<file path="src/rtl/io_stream_array_buffer_pkg.sv">
// Shared types and defaults for the stream/array frame buffer.
// Widths default to the legacy 8-bit data and address buses.
package io_stream_array_buffer_pkg;

    localparam int DATA_W_DEF = 8;
    localparam int ADDR_W_DEF = 8;
    localparam int DEPTH_DEF  = 16;

    localparam logic TRUE  = 1'b1;
    localparam logic FALSE = 1'b0;

    typedef enum logic {
        S_FILL  = 1'b0,
        S_DRAIN = 1'b1
    } state_t;

    typedef enum logic {
        OP_READ  = 1'b0,
        OP_WRITE = 1'b1
    } arr_op_t;

endpackage

</file>
<file path="src/rtl/io_stream_array_buffer_out_reg.sv">
// One-entry output register with valid/ready handshake.
// can_load tells the producer a load next edge cannot overrun.
module io_stream_array_buffer_out_reg
    import io_stream_array_buffer_pkg::*;
#(
    parameter int DATA_W = DATA_W_DEF
) (
    input  logic              clk,
    input  logic              nrst,
    input  logic              load,
    input  logic [DATA_W-1:0] load_data,
    input  logic              load_last,
    output logic [DATA_W-1:0] out_data,
    output logic              out_last,
    output logic              out_valid,
    input  logic              out_ready,
    output logic              take,
    output logic              can_load
);

    assign take     = out_valid & out_ready;
    assign can_load = !out_valid || out_ready;

    always_ff @(posedge clk or negedge nrst) begin
        if (!nrst) begin
            out_data  <= '0;
            out_last  <= FALSE;
            out_valid <= FALSE;
        end else if (load) begin
            out_data  <= load_data;
            out_last  <= load_last;
            out_valid <= TRUE;
        end else if (take) begin
            out_valid <= FALSE;
        end
    end

endmodule

</file>
<file path="src/rtl/io_stream_array_buffer.sv">
// Frame buffer: fills an external array from a stream, then
// drains it forward or reversed onto an output stream.
module io_stream_array_buffer
    import io_stream_array_buffer_pkg::*;
#(
    parameter int DATA_W = DATA_W_DEF,
    parameter int ADDR_W = ADDR_W_DEF,
    parameter int DEPTH  = DEPTH_DEF
) (
    input  logic              clk,
    input  logic              nrst,
    input  logic [DATA_W-1:0] in_data,
    input  logic              in_last,
    input  logic              in_valid,
    output logic              in_ready,
    output logic [DATA_W-1:0] out_data,
    output logic              out_last,
    output logic              out_valid,
    input  logic              out_ready,
    input  logic              reverse,
    output logic [ADDR_W-1:0] arr_addr,
    output logic              arr_we,
    output logic [DATA_W-1:0] arr_di,
    input  logic [DATA_W-1:0] arr_do,
    output logic              arr_valid,
    input  logic              arr_ready
);

    localparam int CW = ADDR_W + 1;
    localparam logic [CW-1:0] LAST_IDX = CW'(DEPTH - 1);

    state_t state;
    state_t state_nxt;

    logic [CW-1:0]     count;
    logic [CW-1:0]     rd_ptr;
    logic [ADDR_W-1:0] rd_addr;
    logic              rev;
    logic              wr_last;
    logic              fill_open;

    logic in_fire;
    logic arr_fire;
    logic wr_done;
    logic rd_done;
    logic rd_issue;
    logic rd_last;
    logic out_take;
    logic can_load;
    logic drain_done;

    assign in_fire    = in_valid & in_ready;
    assign arr_fire   = arr_valid & arr_ready;
    assign wr_done    = arr_fire & arr_we;
    assign rd_done    = arr_fire & !arr_we;
    assign rd_last    = (rd_ptr == count - CW'(1));
    assign drain_done = (state == S_DRAIN) & out_take & out_last;

    // count holds the frame length n for the whole drain
    assign rd_addr = rev ? ADDR_W'(count - rd_ptr - CW'(1))
                         : rd_ptr[ADDR_W-1:0];

    always_ff @(posedge clk or negedge nrst) begin
        if (!nrst) begin
            state <= S_FILL;
        end else begin
            state <= state_nxt;
        end
    end

    always_comb begin
        state_nxt = state;
        unique case (state)
            S_FILL: begin
                if (wr_done && wr_last) begin
                    state_nxt = S_DRAIN;
                end
            end
            S_DRAIN: begin
                if (drain_done) begin
                    state_nxt = S_FILL;
                end
            end
            default: state_nxt = S_FILL;
        endcase
    end

    always_comb begin
        in_ready = FALSE;
        rd_issue = FALSE;
        unique case (state)
            S_FILL: begin
                in_ready = fill_open && !arr_valid;
            end
            S_DRAIN: begin
                rd_issue = !arr_valid && (rd_ptr < count)
                           && can_load;
            end
            default: begin
                in_ready = FALSE;
                rd_issue = FALSE;
            end
        endcase
    end

    always_ff @(posedge clk or negedge nrst) begin
        if (!nrst) begin
            count     <= '0;
            rd_ptr    <= '0;
            rev       <= FALSE;
            wr_last   <= FALSE;
            fill_open <= FALSE;
            arr_valid <= FALSE;
            arr_we    <= OP_READ;
            arr_addr  <= '0;
            arr_di    <= '0;
        end else begin
            fill_open <= TRUE;
            if (in_fire) begin
                arr_valid <= TRUE;
                arr_we    <= OP_WRITE;
                arr_addr  <= count[ADDR_W-1:0];
                arr_di    <= in_data;
                wr_last   <= in_last || (count == LAST_IDX);
                if (count == '0) begin
                    rev <= reverse;
                end
            end else if (rd_issue) begin
                arr_valid <= TRUE;
                arr_we    <= OP_READ;
                arr_addr  <= rd_addr;
            end else if (arr_fire) begin
                arr_valid <= FALSE;
            end
            if (wr_done) begin
                count <= count + CW'(1);
            end
            if (rd_done) begin
                rd_ptr <= rd_ptr + CW'(1);
            end
            if (drain_done) begin
                count  <= '0;
                rd_ptr <= '0;
            end
        end
    end

    io_stream_array_buffer_out_reg #(
        .DATA_W(DATA_W)
    ) u_out_reg (
        .clk       (clk),
        .nrst      (nrst),
        .load      (rd_done),
        .load_data (arr_do),
        .load_last (rd_last),
        .out_data  (out_data),
        .out_last  (out_last),
        .out_valid (out_valid),
        .out_ready (out_ready),
        .take      (out_take),
        .can_load  (can_load)
    );

endmodule

</file>
<file path="config.mk">
export PLATFORM = sky130hd
export DESIGN_NAME = io_stream_array_buffer
export DESIGN_NICKNAME = d
export VERILOG_FILES = /design/src/rtl/io_stream_array_buffer_pkg.sv /design/src/rtl/io_stream_array_buffer_out_reg.sv /design/src/rtl/io_stream_array_buffer.sv
export SDC_FILE = /design/constraint.sdc
export NUM_CORES = 1
export LEC_CHECK = 0
export CELL_PAD_IN_SITES_DETAIL_PLACEMENT = 1
export CELL_PAD_IN_SITES_GLOBAL_PLACEMENT = 1
export CORE_ASPECT_RATIO = 2
export CORE_UTILIZATION = 40
export DETAILED_ROUTE_END_ITERATION = 8
export HOLD_SLACK_MARGIN = 0.15
export PLACE_DENSITY = 0.89
export SYNTH_ARGS = -nofsm -noshare
export SYNTH_HDL_FRONTEND = slang
export SYNTH_SLANG_ARGS = --single-unit
</file>
<file path="constraint.sdc">
create_clock -name clk -period 2.25 [get_ports clk]
set_input_delay 0.5625 -clock clk [delete_from_list [all_inputs] [get_ports clk]]
set_output_delay 0.5625 -clock clk [all_outputs]
set_load 0.005 [all_outputs]
</file>
# [Word-level counts from Yosys, hierarchy flattened]
# Cells that the tools add are included.
[word_totals] word_cells=64 input_bits=23 output_inout_bits=29 register_bits=50
[classes] eq_ne=2 addsub=5 muxes=19 n_bitwise=8 n_reduce_logical=16 order_cmp=1
[op_table] op="$mux W9" n=4
[op_table] op="$mux W8" n=3
[op_table] op="$add A9 B1 Y9 const B" n=2
[op_table] op="$mux W1" n=11
[op_table] op="$eq A9 B4 Y1 const B" n=1
[op_table] op="$eq A9 B9 Y1" n=1
[op_table] op="$logic_not A9 Y1" n=1
[op_table] op="$lt A9 B9 Y1" n=1
[op_table] op="$sub A9 B1 Y9 const B" n=1
[op_table] op="$reduce_bool A2 Y1" n=4
[op_table] op="$sub A8 B1 Y8 const B" n=1
[op_table] op="$sub A8 B8 Y8" n=1
[op_table] op="$and A1 B1 Y1" n=7
[op_table] op="$logic_and A1 B1 Y1" n=4
[op_table] op="$logic_not A1 Y1" n=3
[op_table] op="$reduce_bool A3 Y1" n=1
[op_table] op="$logic_or A1 B1 Y1" n=2
[op_table] op="$pmux W1 S2" n=1
[op_table] op="$reduce_and A2 Y1" n=1
[op_table] op="$not A1 Y1" n=1

# [Logic depth before layout (Yosys ltp)]
[depth] word_depth=6 ltp_mapped=8 ltp_nobuf=8

# [Hierarchy]
# From an unflattened synthesis, not the netlist that was laid out.
[unflattened] cells_unflattened=318 area_unflattened_um2=3022.9
[modules_own_cells] module="io_stream_array_buffer" instances=1 cells_each=295 area_each_um2=2605.0 seq_area_each_um2=1001.0
[modules_own_cells] module="io_stream_array_buffer_out_reg" instances=1 cells_each=23 area_each_um2=417.9 seq_area_each_um2=250.2

# [Worst setup path after synthesis]
# Ideal clock, no wire load.
[synth_path] path_type="flip-flop to flip-flop" from="register count[1]" to="register arr_addr[7]" path_stages_with_launch=8 path_buffers=0 arrival_time_ps=1927 path_slack_ps=194 setup_time_ps=129 t_required_ps=2121 synth_period_minus_slack_ps=2056 path_cell_list="dfrtp_1 inv_1 ha_1 a211oi_1 nor3_1 or4_1 a31oi_1 o21ai_0"
[synth_via] elab_chain_len=5 elab_cells_between_ends=10 cone_classes="2 x add/sub; 1 x order compare; 4 x mux; 3 x reduce/logical"
[synth_lines] item="start: declaration" line="io_stream_array_buffer.sv:35" rtl="logic [CW-1:0] count;"
[synth_lines] item="start signal: assignment" line="io_stream_array_buffer.sv:136" rtl="count <= count + CW'(1);"
[synth_lines] item="$sub A8 B8 Y8 or $lt A9 B9 Y1 (tied branches)" line="io_stream_array_buffer.sv:60, io_stream_array_buffer.sv:96"
[synth_lines] item="$sub A8 B1 Y8 or $logic_and A1 B1 Y1 (tied branches)" line="io_stream_array_buffer.sv:60, io_stream_array_buffer.sv:96"
[synth_lines] item="$mux W8 or $logic_and A1 B1 Y1 (tied branches)" line="io_stream_array_buffer.sv:60, io_stream_array_buffer.sv:97"
[synth_lines] item="$mux W8 or $mux W1 (tied branches)" line="io_stream_array_buffer.sv:128, io_stream_array_buffer.sv:91"
[synth_lines] item="$mux W8 or $reduce_bool A2 Y1 (tied branches)"
[synth_lines] item="end signal: assignment" line="io_stream_array_buffer.sv:122" rtl="arr_addr <= count[ADDR_W-1:0];"
[synth_lines] item="end signal: assignment" line="io_stream_array_buffer.sv:131" rtl="arr_addr <= rd_addr;"
[synth_lines] item="end: declaration" line="io_stream_array_buffer.sv:21" rtl="output logic [ADDR_W-1:0] arr_addr,"
# Several ways; a longest one is shown, not always the timed one. The select of a mux whose other input is x is not followed.
# A chain may end at the register's enable or synchronous reset.

# [Worst setup path in the final report]
[layout_path] from="register state" to="output in_ready"
[layout_via] elab_chain_len=1
[layout_lines] item="start: declaration" line="io_stream_array_buffer.sv:32" rtl="state_t state;"
[layout_lines] item="start signal: assignment" line="io_stream_array_buffer.sv:67" rtl="state <= state_nxt;"
[layout_lines] item="$mux W1" line="io_stream_array_buffer.sv:91" rtl="unique case (state)"
[layout_lines] item="end: declaration" line="io_stream_array_buffer.sv:15" rtl="output logic in_ready,"
# No other way between the ends.

==> results by group <==
Setup path
  • Largest stage delay, worst path: 0.55 ns
  • Reg2reg start: rd_ptr[4]$_DFFE_PN0P_
  • Reg2Reg Depth: 6
  • Cell breakdown of the critical path: nor3b_2 -> clkdlybuf4s50_1
  • Critical path's slowest cell: clkdlybuf4s50_1
  • WP buf/inv: 1
  • WP data arrival: 1.58 ns
  • Crit Path Max Fanout: 5
  • Worst setup SP type: flop
  • CP top delay family: buffers and inverters
  • RR Endpoint: arr_addr[3]$_DFFE_PN0P_
  • Critical Path Sink Type: output pin
  • Reg-to-reg slack, setup: 0.12 ns
  • WP data required: 1.69 ns
  • Crit Path Class: reg -> out

Finish
  • # fillers: 886
  • Util after Layout: 55.0%
  • Most frequent cells in the layout: nand2_1 (66), clkdlybuf4s50_1 (50), dfrtp_1 (49), buf_4 (39), nor2_1 (23)
  • Final Net Count: 472
  • Commonest non-fill, non-tap cell in the layout: nand2_1
  • Area grow syn2layout: 33.9%
  • Ant. Diodes: 0
  • Share of layout cells above drive strength 1: 14.8%

Global route
  • Tot GR Track Use: 28.3%
  • Initial antenna violation count: 0
  • Largest net degree at the start of global routing: 51
  • Vias in the first global route: 3297
  • Total grt overflow: 0
  • First-pass GRT wire length: 17.0 mm

Die
  • Initial Util: 41.0%
  • I/O Pins: 52
  • Die Area: 8120 um2
  • FP Rows: 45
  • Die extent in x: 64.2 um
  • DIE HEIGHT: 126 um
  • Core area: 7540 um2

Clock tree
  • Max Root-Sink Buffers: 2
  • Clock transition at path regs: 0.07 ns
  • Latest clock arrival within the worst-skew pair: 0.30 ns
  • Root buf cell: clkbuf_16
  • H-tree depth: 2
  • TritonCTS Buffers: 5
  • CTS tree: done
  • Clk sinks: 50

Synth
  • Syn avg cell area: 8.87 um2
  • Sequential cell area fraction in the yosys report: 40.4%
  • Syn. warnings: 0
  • Synth area leaders: dfrtp_1 (40%), nand2_1 (8.0%), ha_1 (7.3%)
  • Mapped Cells: 349
  • Asr flop ratio synth: 100%
  • Synth top area share: 40.4%
  • Synthesized Nets: 391
  • Mapped Area: 3100 um2
  • Number of register bits inferred by synthesis: 50
  • Post-synth EDFFs: 0
  • Ys flop type: dfrtp_1
  • Synth cell types: 56
  • Leading area contributor after synthesis: dfrtp_1

Timing
  • Worst slew margin: 57.0%
  • Worst setup margin: 0.110 ns
  • Maximum clock rate: 467 MHz
  • Max-slew violations: 0
  • Clock skew: 0.00639 ns
  • WHS: 0.385 ns
  • Minimum clock period: 2.14 ns
  • Setup-failing EPs final: 0
  • Fin crit share: 95.1%
  • Post-route setup TNS: 0 ns
  • Unrepaired setup endpoints after global routing: yes
  • Slew @ Worst Pin: 0.644 ns
  • Final hold viol count: 0

Drt
  • Vias: 2969
  • Drt pass-1 iters: 4
  • Post-Route WL: 10.6 mm
  • DRC viols: 0
  • Vias per Instance: 5.66
  • DRT iter0 DRCs: 92
  • DR WL/cell: 20.3 um
  • Routed Antenna Nets: 0

Min path
  • Hold Crit Class: in -> async

Power and ir drop
  • Maximum vdd drop: 1.07 mV
  • Pwr/cell area: 1450 nW/um2
  • Lkg Pwr: 1.90 nW

Place
  • DP Worst Slack: 0.0130 ns
  • Final estimated routing congestion in global placement: 0.960
  • DP HPWL: 8.32 mm
  • Port bufs: 51

Status
  • Status: finished, final reports clean

Job
  • Max-cap viol count: 0
final cells by class:
class | instances | area (um2) | share of cell area [%]
timing repair buffer | 90 | 798 | 19.2
inverter | 18 | 67.6 | 1.63
clock buffer | 6 | 139 | 3.35
sequential | 50 | 1250 | 30.2
multi-input combinational | 265 | 1760 | 42.4
tap | 94 | 118 | 2.84
clock inverter | 2 | 16.3 | 0.392
repair_timing:
action / CTS / global route
endpoints found under the hold margin: 0 / 0
buffers inserted: 0 / 1
hold buffers: 0 / 0
endpoints found under the setup margin: 1 / 6
pin swaps: 0 / 1
resized for setup: 1 / 7
kinds of logic (layout without fill, tap and decap cells):
kind of cell	after synthesis	count (layout)	share of synthesized area [%]
xor gates and xnor gates	26	26	7.35
and+or+nand+nor	150	150	23.8
buffers and inverters	34	116	4.48
DFF	50	50	40.4
AOI/OAI and AO/OA	65	65	14.5
muxes	4	4	1.33
other	1	1	0.121
adders and majority gates	19	19	7.92
registers in the layout, indices dropped and copies added (netlist names):
name	cells
arr_addr	8
arr_di	8
arr_valid	1
arr_we	1
count	9
fill_open	1
rd_ptr	9
rev	1
state	1
u_out_reg.out_data	8
u_out_reg.out_last	1
u_out_reg.out_valid	1
wr_last	1
metrics by stage:
| stage | area, um2 | cells | power [mW] |
|---|---|---|---|
| final | 4150 | 525 | 6.03 |
| after global routing | 4150 | 525 | 6.43 |
| after CTS | 4110 | 524 | 5.96 |
| after detailed placement | 3950 | 516 | 5.09 |
| after global placement | 3950 | 516 | 4.89 |
| after floorplan | 3100 | 349 | 3.44 |
worst max-delay path by stage:
stage	from	end	depth (start not counted)
floorplan	count[1]$_DFFE_PN0P_	arr_addr[7]$_DFFE_PN0P_	7
global placement	in_valid	rev$_DFFE_PN0P_	5
detailed placement	count[4]$_DFFE_PN0P_	arr_addr[3]$_DFFE_PN0P_	7
CTS	count[4]$_DFFE_PN0P_	arr_addr[3]$_DFFE_PN0P_	7
global route	count[4]$_DFFE_PN0P_	arr_addr[3]$_DFFE_PN0P_	7
finish	state$_DFF_PN0_	in_ready	2
cells in the mapped netlist, types with 2 or more instances:
cell type	count
a22oi_1	4
nand3b_1	4
a221oi_1	2
nor3_1	8
a21oi_1	12
inv_1	18
xor2_1	6
clkbuf_1	8
o21bai_1	3
ha_1	18
nand2_1	66
dfrtp_1	50
xnor2_1	20
nor2_1	23
nor4_1	2
a211oi_1	8
nand4_1	8
a21o_1	3
nor3b_1	4
mux2i_1	3
nand2b_1	2
and2b_1	3
o211ai_1	2
nand3_1	16
a31oi_1	6
and3_1	3
o21ai_0	13
buf_2	6
where the power goes:
group,switching (mW),internal (mW),leakage [nW]
Combinational,1.90,1.72,1.23
Clock,0.360,0.448,0.0735
Sequential,0.332,1.27,0.598
Total,2.60,3.44,1.90
metal layers:
| metal | part of all wire (%) | routed length (um) | GRT usage, % | vias to the layer above |
|---|---|---|---|---|
| met5 | 0 | 0 | 0 | - |
| met4 | 9.2 | 975 | 24.7 | 0 |
| met3 | 3.0 | 319 | 4.23 | 50 |
| met2 | 54 | 5730 | 50.2 | 93 |
| met1 | 34 | 3610 | 27.7 | 1456 |
| li1 | - | - | - | 1370 |
Note: power is estimated with default switching activity, not from simulation.
